==> src/rtl/mc_stage_controller.sv <==
// Multi-cycle sequencer for the F/D/E/M/W stage datapath: stage strobes, memory
// handshakes, bus-timeout and illegal-encoding trap, retired-instruction counter.
module mc_stage_controller #(
    parameter int unsigned TIMEOUT_CYCLES = 255,
    parameter int unsigned CNT_W          = 32
) (
    input  logic             clk,
    input  logic             rst,
    input  logic             run_en,
    input  logic             imem_ack,
    input  logic             dmem_ack,
    input  logic [1:0]       dec_mem_op,
    input  logic             dec_reg_we,
    input  logic             dec_illegal,
    output logic             imem_req,
    output logic             dmem_req,
    output logic             dmem_we,
    output logic             ir_we,
    output logic             reg_we_out,
    output logic             pc_we,
    output logic [2:0]       state,
    output logic             trap,
    output logic [1:0]       trap_cause,
    output logic [CNT_W-1:0] retire_count
);

    typedef enum logic [2:0] {
        FETCH     = 3'd0,
        DECODE    = 3'd1,
        EXECUTE   = 3'd2,
        MEMORY    = 3'd3,
        WRITEBACK = 3'd4,
        TRAP      = 3'd5,
        BOOT      = 3'd7
    } state_e;

    localparam int unsigned TMO_W = $clog2(TIMEOUT_CYCLES + 1);
    localparam logic [TMO_W-1:0] TMO_LAST = TMO_W'(TIMEOUT_CYCLES - 1);
    localparam logic [TMO_W-1:0] TMO_ONE  = TMO_W'(1);
    localparam logic [CNT_W-1:0] CNT_ONE  = CNT_W'(1);

    localparam logic [1:0] CAUSE_ILLEGAL = 2'b01;
    localparam logic [1:0] CAUSE_TIMEOUT = 2'b10;
    localparam logic [1:0] CAUSE_MEMOP   = 2'b11;

    state_e             state_q, state_d;
    logic [TMO_W-1:0]   tmo_q, tmo_d;
    logic [1:0]         cause_q, cause_d;
    logic [CNT_W-1:0]   retire_q, retire_d;

    always_comb begin
        // NOTE: every combinational output gets a default first so no path leaves it unassigned (no latches).
        state_d    = state_q;
        tmo_d      = tmo_q;
        cause_d    = cause_q;
        imem_req   = 1'b0;
        dmem_req   = 1'b0;
        dmem_we    = 1'b0;
        ir_we      = 1'b0;
        reg_we_out = 1'b0;
        pc_we      = 1'b0;

        unique case (state_q)
            BOOT: begin
                state_d = FETCH;
                tmo_d   = '0;
            end
            FETCH: begin
                // A nonzero wait count means a fetch is already outstanding and must be held.
                imem_req = run_en || (tmo_q != '0);
                if (imem_req) begin
                    if (imem_ack) begin
                        ir_we   = 1'b1;
                        state_d = DECODE;
                    end else if (tmo_q == TMO_LAST) begin
                        state_d = TRAP;
                        cause_d = CAUSE_TIMEOUT;
                    end else begin
                        tmo_d = tmo_q + TMO_ONE;
                    end
                end
            end
            DECODE: begin
                if (dec_illegal) begin
                    state_d = TRAP;
                    cause_d = CAUSE_ILLEGAL;
                end else if (dec_mem_op == 2'b11) begin
                    state_d = TRAP;
                    cause_d = CAUSE_MEMOP;
                end else begin
                    state_d = EXECUTE;
                end
            end
            EXECUTE: begin
                if (dec_mem_op == 2'b01 || dec_mem_op == 2'b10) begin
                    state_d = MEMORY;
                    tmo_d   = '0;
                end else if (dec_reg_we) begin
                    state_d = WRITEBACK;
                end else begin
                    pc_we   = 1'b1;
                    state_d = FETCH;
                    tmo_d   = '0;
                end
            end
            MEMORY: begin
                dmem_req = 1'b1;
                dmem_we  = (dec_mem_op == 2'b10);
                if (dmem_ack) begin
                    if (dmem_we) begin
                        pc_we   = 1'b1;
                        state_d = FETCH;
                        tmo_d   = '0;
                    end else begin
                        state_d = WRITEBACK;
                    end
                end else if (tmo_q == TMO_LAST) begin
                    state_d = TRAP;
                    cause_d = CAUSE_TIMEOUT;
                end else begin
                    tmo_d = tmo_q + TMO_ONE;
                end
            end
            WRITEBACK: begin
                reg_we_out = 1'b1;
                pc_we      = 1'b1;
                state_d    = FETCH;
                tmo_d      = '0;
            end
            TRAP: begin
                state_d = TRAP;
            end
            default: begin
                state_d = TRAP;
                cause_d = CAUSE_ILLEGAL;
            end
        endcase

        retire_d = pc_we ? retire_q + CNT_ONE : retire_q;
    end

    // NOTE: sequential state uses non-blocking assignments so all registers update from pre-edge values.
    always_ff @(posedge clk or posedge rst) begin
        if (rst) begin
            state_q  <= BOOT;
            tmo_q    <= '0;
            cause_q  <= 2'b00;
            retire_q <= '0;
        end else begin
            state_q  <= state_d;
            tmo_q    <= tmo_d;
            cause_q  <= cause_d;
            retire_q <= retire_d;
        end
    end

    assign state        = state_q;
    assign trap         = (state_q == TRAP);
    assign trap_cause   = cause_q;
    assign retire_count = retire_q;

endmodule
==> config.mk <==
export PLATFORM = sky130hd
export DESIGN_NAME = mc_stage_controller
export DESIGN_NICKNAME = d
export VERILOG_FILES = /design/src/rtl/mc_stage_controller.sv
export SDC_FILE = /design/constraint.sdc
export NUM_CORES = 1
export LEC_CHECK = 0
export BUFFER_PORTS_ARGS = -buffer_cell sky130_fd_sc_hd__buf_2
export CORE_ASPECT_RATIO = 0.9
export CORE_MARGIN = 3
export CORE_UTILIZATION = 40
export CTS_CLUSTER_DIAMETER = 200
export DETAILED_ROUTE_END_ITERATION = 6
export HOLD_SLACK_MARGIN = 0.15
export SLEW_MARGIN = 10
export SYNTH_ARGS = -nofsm -noshare
export SYNTH_HDL_FRONTEND = slang
export SYNTH_SLANG_ARGS = --single-unit
==> constraint.sdc <==
create_clock -name clk -period 2.3 [get_ports clk]
set_input_delay 0.46 -clock clk [delete_from_list [all_inputs] [get_ports clk]]
set_output_delay 0.46 -clock clk [all_outputs]
set_load 0.02 [all_outputs]
# After elaboration in Yosys (flattened, before gate mapping)
# Cells that the tools add are included.
[word_totals]
wordCells = 69
register_bits = 45
out_inout_bits = 44
input_bits = 9
[classes]
mux = 37
eq_ne = 16
add_sub_neg = 2
n_bitwise = 1
n_reduce_logical = 9
[ops]
columns = ["op", "count"]
rows = [
  ["two-way mux 8 bit", 7],
  ["adder 32 x 1 -> 32 bit (second input constant)", 1],
  ["case mux 8 bit (4 select lines)", 1],
  ["two-way mux 3 bit", 9],
  ["case mux 3 bit (5 select lines)", 1],
  ["two-way mux 2 bit", 6],
  ["two-way mux 1 bit", 11],
  ["AND reduction 5 bit", 2],
  ["equality test 3 bit (second input constant)", 3],
  ["!= test 3 bit (second input constant)", 3],
  ["adder 8 x 1 -> 8 bit (second input constant)", 1],
  ["equality test 8 bit (second input constant)", 1],
  ["case mux 2 bit (4 select lines)", 1],
  ["nonzero test 8 bit", 1],
  ["equality test 3 x 2 -> 1 bit (second input constant)", 2],
  ["!= test 2 bit (second input constant)", 3],
  ["equality test 2 bit (second input constant)", 2],
  ["nonzero test 4 bit", 1],
  ["OR reduction 4 bit", 1],
  ["equality test 3 x 1 -> 1 bit (second input constant)", 1],
  ["logical NOT 3 bit", 1],
  ["case mux 1 bit (3 select lines)", 1],
  ["equality test 2 x 1 -> 1 bit (second input constant)", 1],
  ["logical OR 1 bit", 2],
  ["2 further kinds", 2],
]

# Logic depth before layout (Yosys ltp)
# Gate-level depths: netlist of run 1.
[logic_depth]
word_depth = 5
ltp_mapped = 8
depth_no_buf = 7

# Worst setup path after synthesis of run 1
# Ideal clock, no wire load.
[synth_timing]
path_type = "register to output"
startpoint = "reg tmo_q[0]"
endpoint = "out ir_we"
stages_incl_launch_ff = 6
n_path_buf = 0
setup_slack_ps = 372
required_ps = 1840
arrival_ps = 1468
cell_sequence = "dfrtp_1 > inv_1 > ha_1 > nor4b_2 > and2_1 > nor3_1"
[synth_via]
elab_chain_len = 4
[synth_rtl]
columns = ["item", "line", "source"]
rows = [
  ["from (decl)", "47", "logic [TMO_W-1:0] tmo_q, tmo_d;"],
  ["from (signal assigned)", "151", "tmo_q <= tmo_d;"],
  ["nonzero test 8 bit", "70", "imem_req = run_en || (tmo_q != '0);"],
  ["logical OR 1 bit", "70", ""],
  ["two-way mux 1 bit", "71", "if (imem_req) begin"],
  ["two-way mux 1 bit", "63", "unique case (state_q)"],
  ["to (decl)", "18", "output logic ir_we,"],
]
# Every way passes these cells.

# Worst setup path after layout of run 1
[layout_timing]
startpoint = "reg state_q[2], in the netlist state[2]"
endpoint = "out pc_we"
[layout_via]
elab_chain_len = 2
elab_cells_between_ends = 4
cone_classes = "3 x eq/ne; 1 x mux"
[layout_rtl]
columns = ["item", "line", "source"]
rows = [
  ["from (decl)", "46", "state_e state_q, state_d;"],
  ["from (signal assigned)", "150", "state_q <= state_d;"],
  ["equality test 3 bit / equality test 3 x 2 -> 1 bit (equally long branches)", "63", ""],
  ["case mux 1 bit (3 select lines) *", "63", ""],
  ["to (decl)", "20", "output logic pc_we,"],
]
# Mark *: on every way between the ends. The rest lies on a longest branch, timed or not.

==> run metrics, run 1 <==
NetSw=1.18 mW; Post-Place Setup Slack=0.177 ns; Via density=5.28; DR vias=2098; most frequent cells in the layout=buf_2, dfrtp_1, xnor2_1; HP Class=in -> async; total grt overflow=0; Crit Path Class=reg -> out; clock skew=0.00737 ns; max-slew violations=0; post-cts gate resize count=0; Max Freq=465 MHz; synth unique cells=51; Total Wirelength=5.56 mm; share of cells above drive strength 1=0.284; internal power=1.73 mW; Seq pwr share=0.386; Overall Power=2.91 mW; root buffer cell=clkbuf_8; initial antenna violation count=0; Avg Inst Size Synth=10.2 um^2; clock latency reported for the late side of the worst-skew pair=0.30 ns; DRT iter0 DRCs=108; Worst Max-Slew Pin Slew=0.717 ns; hold buffer count at CTS=0; fillers=619; status=finished clean; worst path arrival time=1.69 ns; CTS Sinks=45; Clk network pwr share=0.201; max_slew headroom=0.519; Syn Inst Count=255; min Tclk post-route=2.15 ns; Longest Clk Path Bufs=2; dpl cells=390; die span in x=90.9 um; Seq cells post-synth=45; Startpoint Class=flip-flop; Routed wire per std cell=14.0 um; most common cell after layout, fill and taps aside=buf_2; combinational power share=0.413; die area=7500 um^2; Max-cap violations=0; final hold vios=0; Overall Global Routing Usage=0.156; Post-synth EDFFs=0; synth top area cells=dfrtp_1, xnor2_1, nand3_1; Initial Util=0.418; # diodes=0; die height=82.5 um; CTS Buf Count=5; highest fanout seen on the critical path=15; Post-Syn Area=2600 um^2; antenna viol nets, final=0; Syn Nets=270; Rows=27; Post-CTS Setup Inserts=0; RSZ-0062 raised after global routing=false; vias in the first global route=1952; Post-synth ARST share=1.00; Final Cycle Share=0.934; synth warn=0; drt first pass iters=4; core box area=6220 um^2; Setup violations, final=0; Pleak=1.42 nW; H-tree Lvls=2; IO buf count=52; Setup TNS=0 ns; post-DP HPWL=4.14 mm; clock-pin slew on the worst setup and hold paths=0.08 ns; CTS tree=built; gpl congestion=0.832; design area=3060 um^2; Pwr Density=951 nW/um^2; sequential area share after synthesis=0.435; ys flop type=dfrtp_1; Area after DPL=2950 um^2; area grow syn2layout=17.9%; kind of end point of the critical path=output pin; first-pass GRT wire length=9.58 mm; final worst slack=0.151 ns; remaining routing DRC violations=0; Worst Path Required=1.84 ns; leading area contributor after synthesis=dfrtp_1; top cell type's share of synthesized area=0.405; # IOs=53; switch share=0.405; nets=325; Non-Filler Instances=397; IR drop worst, VDD=0.000582 V; largest net degree at the start of global routing=28
==> worst paths after layout <==
path	endpoint	cells after the start	start	slack [ns]
max	pc_we	4	state[2]	0.15
min	trap_cause[1]	2	rst	0.18
max reg2reg	tmo_q[6]	7	tmo_q[0]	0.41
min reg2reg	retire_count[28]	1	retire_count[28]	0.48
max in group asynchronous	state[2]	3	rst	1.53
min in group clk	retire_count[28]	1	retire_count[28]	0.48
==> cell usage after synthesis (all sizes together) (2+ instances only) <==
cell / number
dfrtp: 42
xnor2: 30
nand2: 21
nand3: 19
nor2: 18
nand4: 14
o21ai: 11
buf: 9
inv: 9
and3: 8
nor3: 8
o22a: 7
a21oi: 6
and4: 6
ha: 6
and2: 5
nand2b: 4
a31oi: 3
dfstp: 3
nand4bb: 3
a41oi: 2
nor4: 2
o221ai: 2
xor2: 2
==> registers in the layout (all words and copies together), names as in the netlist <==
signal and flops:
tmo_q 8, state 3, retire_count 32, trap_cause 2
==> power by group through the flow <==
stage          Sequential [mW]  Clock (mW)  Combinational (mW)
6_report                  1.12       0.586                1.20
5_1_grt                   1.15       0.644                1.35
4_1_cts                   1.12       0.596                1.19
3_5_place_dp              1.13           0                1.19
3_3_place_gp              1.13           0                1.18
2_1_floorplan             1.16           0               0.901
==> critical path, stage by stage, from the launching register on <==
cell	delay [ns]
dfstp_2	0.69
nand4bb_1	0.18
a21o_1	0.26
nand2_2	0.09
buf_2	0.17
==> layout make-up <==
class | count | area, um^2 | area share
clock buffer | 5 | 68.8 | 0.0225
clock inverter | 2 | 35.0 | 0.0114
inverter | 9 | 33.8 | 0.0110
multi-input combinational | 191 | 1350 | 0.442
sequential | 45 | 1130 | 0.370
tap | 87 | 109 | 0.0355
timing repair buffer | 58 | 330 | 0.108
==> stage by stage <==
step | hold WS (ns) | utilization
after floorplan | 0.505 | -
after global placement | 0.458 | 0.474
after detailed placement | 0.471 | 0.474
after CTS | 0.199 | 0.491
after global routing | 0.211 | 0.493
final | 0.175 | 0.493
==> cell families (layout without fill, tap and decap cells) <==
family | Yosys count | in the layout | share of synthesized area
AO/OA/AOI/OAI | 39 | 39 | 0.117
AND/OR/NAND/NOR | 113 | 113 | 0.259
flip-flops | 45 | 45 | 0.435
XOR/XNOR | 32 | 32 | 0.108
multiplexers | 1 | 1 | 0.00433
adder cells (fa/ha/maj) | 6 | 6 | 0.0289
buffers and inverters | 19 | 74 | 0.0482
==> metal layers <==
| metal | routed length, um | GRT usage | up-vias |
|---|---|---|---|
| met3 | 265 | 0.0326 | 2 |
| li1 | - | - | 1027 |
| met4 | 27 | 0.0407 | 0 |
| met5 | 0 | 0 | - |
| met1 | 2840 | 0.219 | 1017 |
| met2 | 2430 | 0.248 | 52 |
Power figures use the tool's default switching activity.
==> inputs of run 2 (changes only) <==
--- a/constraint.sdc
+++ b/constraint.sdc
@@ -3,2 +3,2 @@
 set_output_delay 0.46 -clock clk [all_outputs]
-set_load 0.02 [all_outputs]
+set_load 0.01 [all_outputs]
==> run metrics, run 2 (same netlist as run 1, synthesis figures left out) <==
remaining routing DRC violations=0 (unchanged); most frequent cells in the layout=buf_2, dfrtp_1, xnor2_1; area grow syn2layout=19.0%; post-DP HPWL=4.04 mm (-2.4%); Pleak=1.43 nW (+0.60%); nets=324 (-0.31%); Routed wire per std cell=14.1 um (+0.45%); final worst slack=0.143 ns (-0.00809 ns); gr busiest metal=met2; total grt overflow=0 (unchanged); Longest Clk Path Bufs=2 (unchanged); Overall Global Routing Usage=0.153 (-0.00251); RR Endpoint=retire_count[12]; crit-path max cell delay=0.72 ns (+0.03 ns); CTS Sinks=45 (unchanged); FF-to-FF Start=state[1]; # IOs=53 (unchanged); highest fanout seen on the critical path=16 (+1); Max-cap violations=0 (unchanged); root buffer cell=clkbuf_8; Setup TNS=0 ns (unchanged); max-slew violations=0 (unchanged); share of cells above drive strength 1=0.281 (-0.00323); GRT met3 Usage=0.0317 (-0.000906); antenna viol nets, final=0 (unchanged); clock-pin slew on the worst setup and hold paths=0.09 ns (about the same); Worst Max-Slew Pin Slew=0.702 ns (-0.0146 ns); DR vias=2110 (+0.57%); worst path arrival time=1.70 ns (about the same); Overall Power=2.93 mW (+0.51%); Largest register FFs=32 (unchanged); worst reg-to-reg path cell count=5 (-2); Crit Path Class=reg -> out; die area=7500 um^2 (unchanged); IO buf count=52 (unchanged); gpl congestion=0.809 (-2.8%); drt first pass iters=4 (unchanged); DRT iter0 DRCs=104 (-3.7%); Area after DPL=2930 um^2 (-0.51%); Startpoint Class=flip-flop; initial antenna violation count=0 (unchanged); clock latency reported for the late side of the worst-skew pair=0.29 ns (about the same); CTS tree=built; # diodes=0 (unchanged); min Tclk post-route=2.16 ns (+0.00809 ns); Initial Util=0.418 (unchanged); CTS Buf Count=5 (unchanged); vias in the first global route=1879 (-3.7%); core box area=6220 um^2 (unchanged); status=finished clean; H-tree Lvls=2 (unchanged); fillers=620 (+0.16%); global routing usage on met2=0.233 (-0.0147); RSZ-0062 raised after global routing=false; clock skew=0.00936 ns (+0.00198 ns); final hold vios=0 (unchanged); first-pass GRT wire length=9.35 mm (-2.4%); Via density=5.31 (+0.57%); Max Freq=464 MHz (-0.38%); max_slew headroom=0.529 (+0.00978); die span in x=90.9 um (unchanged); IR drop worst, VDD=0.000504 V (-13%); Final Cycle Share=0.938 (+0.00352); kind of end point of the critical path=output pin; M1 GR Usage=0.224 (+0.00462); slowest cell on the critical path=dfstp_4; Total Wirelength=5.59 mm (+0.45%); Layout Utilization=0.497 (+0.00463); largest net degree at the start of global routing=29 (+3.6%); HP Class=in -> async; Setup violations, final=0 (unchanged); design area=3090 um^2 (+0.94%); Worst Path Required=1.84 ns (about the same); Pwr Density=947 nW/um^2 (-0.43%); Post-Place Setup Slack=0.146 ns (-0.0308 ns); R2R setup slack=0.37 ns (-0.04 ns); Rows=27 (unchanged); critical-path cell list=nand4bb_1 > a21o_1 > nand2_4 > buf_2; most common cell after layout, fill and taps aside=buf_2; die height=82.5 um (unchanged)
==> run 2: cell types whose count changed in the layout (fill, tap and decap cells not counted), sizes merged <==
cell,previous run,this run
bufinv,1,2
buf,58,57
==> run 2: per-stage QoR <==
step / instances / hold WS [ns]
6_report: 397 / 0.178
5_1_grt: 397 / 0.205
4_1_cts: 396 / 0.192
3_5_place_dp: 388 / 0.461
3_3_place_gp: 388 / 0.455
2_1_floorplan: 255 / 0.505
==> run 2: how the worst max path moves through the flow <==
stage                        from                to  slack (ns)  cells past startpoint
finish                   state[1]             pc_we        0.14                      4
global route             state[1]             pc_we        0.03                      4
CTS                      state[1]             pc_we        0.07                      4
detailed placement  dec_mem_op[0]  retire_count[12]        0.15                      8
global placement    dec_mem_op[0]   retire_count[8]        0.21                      8
floorplan           dec_mem_op[0]  retire_count[17]        0.49                      8
==> run 2: report_power, final <==
group | internal [mW] | total, mW | switching (mW) | leakage [nW]
clock network | 0.432 | 0.705 | 0.273 | 0.0681
logic | 0.475 | 1.10 | 0.625 | 0.764
registers | 0.936 | 1.12 | 0.187 | 0.597
total | 1.84 | 2.93 | 1.09 | 1.43
==> run 2: what timing repair did <==
| action | CTS | global route |
|---|---|---|
| setup endpoints to repair | 0 | 3 |
| hold buffers | 0 | 0 |
| resized for setup | 0 | 5 |
| setup buffers | 0 | 1 |
==> run 2: routing by layer <==
layer	wire (um)	up-vias
met4	27	0
met5	0	-
met3	268	2
met1	2750	1031
met2	2540	50
li1	-	1027
==> run 2: critical path: cells and delay by family, from the launching register on <==
kind / cells / cell delay (ns)
AOI/OAI and AO/OA: 1 / 0.28
buffers and inverters: 1 / 0.14
DFF: 1 / 0.72
and+or+nand+nor: 2 / 0.27
==> run 2: layout make-up <==
cell class | count | area, um^2 | share of cell area
repair buffers | 57 | 323 | 0.104
flip-flops and latches | 45 | 1140 | 0.367
clock buffers | 5 | 68.8 | 0.0223
multi-input cells | 191 | 1360 | 0.439
clock inverters | 3 | 65.1 | 0.0210
well taps | 87 | 109 | 0.0352
inverters | 9 | 33.8 | 0.0109
==> inputs of run 3 (changes only) <==
- CORE_MARGIN: 3 -> 5
- clock period: 2.3 -> 2.1 ns (I/O delays scaled with it)
==> run metrics, run 3 (same netlist as run 1, synthesis figures left out) <==
design area=3120 um^2 (+0.93%); Worst Path Required=1.68 ns (-0.16 ns); Final Cycle Share=0.954; Overall Global Routing Usage=0.143 (-0.0106); IR drop worst, VDD=0.000719 V (+43%); CTS Buf Count=5 (unchanged); root buffer cell=clkbuf_8; Routed wire per std cell=13.6 um (-3.5%); share of cells above drive strength 1=0.297 (+0.0168); clock latency reported for the late side of the worst-skew pair=0.30 ns (about the same); Largest register FFs=32 (unchanged); min Tclk post-route=2.00 ns; drt first pass iters=4 (unchanged); Initial Util=0.418 (unchanged); fillers=624 (+0.65%); most frequent cells in the layout=buf_2, dfrtp_1, xnor2_1; # IOs=53 (unchanged); largest net degree at the start of global routing=46 (+59%); area grow syn2layout=20.1%; final hold vios=0 (unchanged); initial antenna violation count=0 (unchanged); RSZ-0062 raised after global routing=false; core box area=6220 um^2 (unchanged); first-pass GRT wire length=9.47 mm (+1.3%); HP Class=in -> async; CTS Sinks=45 (unchanged); Setup TNS=0 ns (unchanged); Total Wirelength=5.47 mm (-2.0%); hold buffer count at CTS=0 (unchanged); CTS tree=built; kind of end point of the critical path=output pin; DRT iter0 DRCs=86 (-17%); Crit Path Class=reg -> out; most common cell after layout, fill and taps aside=buf_2; total grt overflow=0 (unchanged); Setup violations, final=0 (unchanged); FF+latch area=1130 um^2 (-0.55%); nets=330 (+1.9%); Worst Max-Slew Pin Slew=0.574 ns (-0.129 ns); antenna viol nets, final=0 (unchanged); Max Freq=499 MHz; H-tree Lvls=2 (unchanged); dpl cells=393 (+1.3%); vias in the first global route=2073 (+10%); die span in x=94.9 um (+4.4%); post-DP HPWL=4.04 mm (about the same); highest fanout seen on the critical path=11 (-5); # diodes=0 (unchanged); status=finished clean; final worst slack=0.0959 ns (-0.0469 ns); Pleak=1.45 nW (+1.5%); die area=8210 um^2 (+9.5%); IO buf count=52 (unchanged); Startpoint Class=flip-flop; die height=86.5 um (+4.9%); Non-Filler Instances=403 (+1.5%); combined area of the multi-input logic cells=1360 um^2 (+0.28%); worst path arrival time=1.58 ns (-0.12 ns); max_slew headroom=0.618 (+0.0888); Post-Place Setup Slack=0.132 ns (-0.0142 ns); clock skew=0.00862 ns (-0.000737 ns); Via density=5.20 (-2.2%); Pwr Density=1020 nW/um^2 (+7.6%); clock-pin slew on the worst setup and hold paths=0.09 ns (about the same); Area after DPL=2970 um^2 (+1.3%); gpl congestion=0.794 (-1.8%); max-slew violations=0 (unchanged); DR vias=2095 (-0.71%); Longest Clk Path Bufs=2 (unchanged); Max-cap violations=0 (unchanged); Rows=27 (unchanged); Overall Power=3.18 mW (+8.6%); remaining routing DRC violations=0 (unchanged)
==> run 3: repair_timing <==
item,4_1_cts,5_1_grt
gates cloned,0,0
endpoints found under the setup margin,1,2
hold endpoints to repair,0,0
resized for setup,0,4
setup buffers,1,1
==> run 3: worst max-delay path, stage by stage (launching register included) <==
cell and delay, ns:
dfstp_2 0.64, buf_4 0.17, a21o_1 0.21, nand2_2 0.12
buf_2 0.16
==> run 3: cell type report <==
cell class                      count  area share
Timing Repair Buffer               63       0.118
Clock inverter                      2      0.0120
Inverter                            9      0.0108
Multi-Input combinational cell    191       0.436
Tap cell                           87      0.0349
Sequential cell                    45       0.362
Clock buffer                        6      0.0265
==> run 3: worst paths after layout <==
kind | slack [ns] | from | to | cells past startpoint
worst max-delay path | 0.1 | state[0] | pc_we | 4
worst min-delay path | 0.24 | rst | trap_cause[0] | 3
worst max register to register | 0.32 | tmo_q[0] | tmo_q[5] | 7
worst min register to register | 0.48 | retire_count[31] | retire_count[31] | 1
max in group asynchronous | 1.45 | rst | retire_count[2] | 3
min in group clk | 0.45 | imem_ack | state[2] | 4
==> run 3: through the flow <==
stage | utilization | hold slack (ns)
after floorplan | - | 0.505
after global placement | 0.477 | 0.470
after detailed placement | 0.477 | 0.472
after CTS | 0.498 | 0.265
after global routing | 0.502 | 0.308
final | 0.502 | 0.241
==> run 3: where the power goes <==
group	internal, mW	switching (mW)
Sequential	1.02	0.175
Combinational	0.574	0.726
Clock	0.387	0.303
==> run 3: metal layers <==
layer	up-vias	global-route usage	share of wire
met3	7	0.0382	0.044
met1	1006	0.201	0.52
li1	1040	-	-
met4	0	0.0393	0.010
met5	-	0	0
met2	42	0.216	0.43
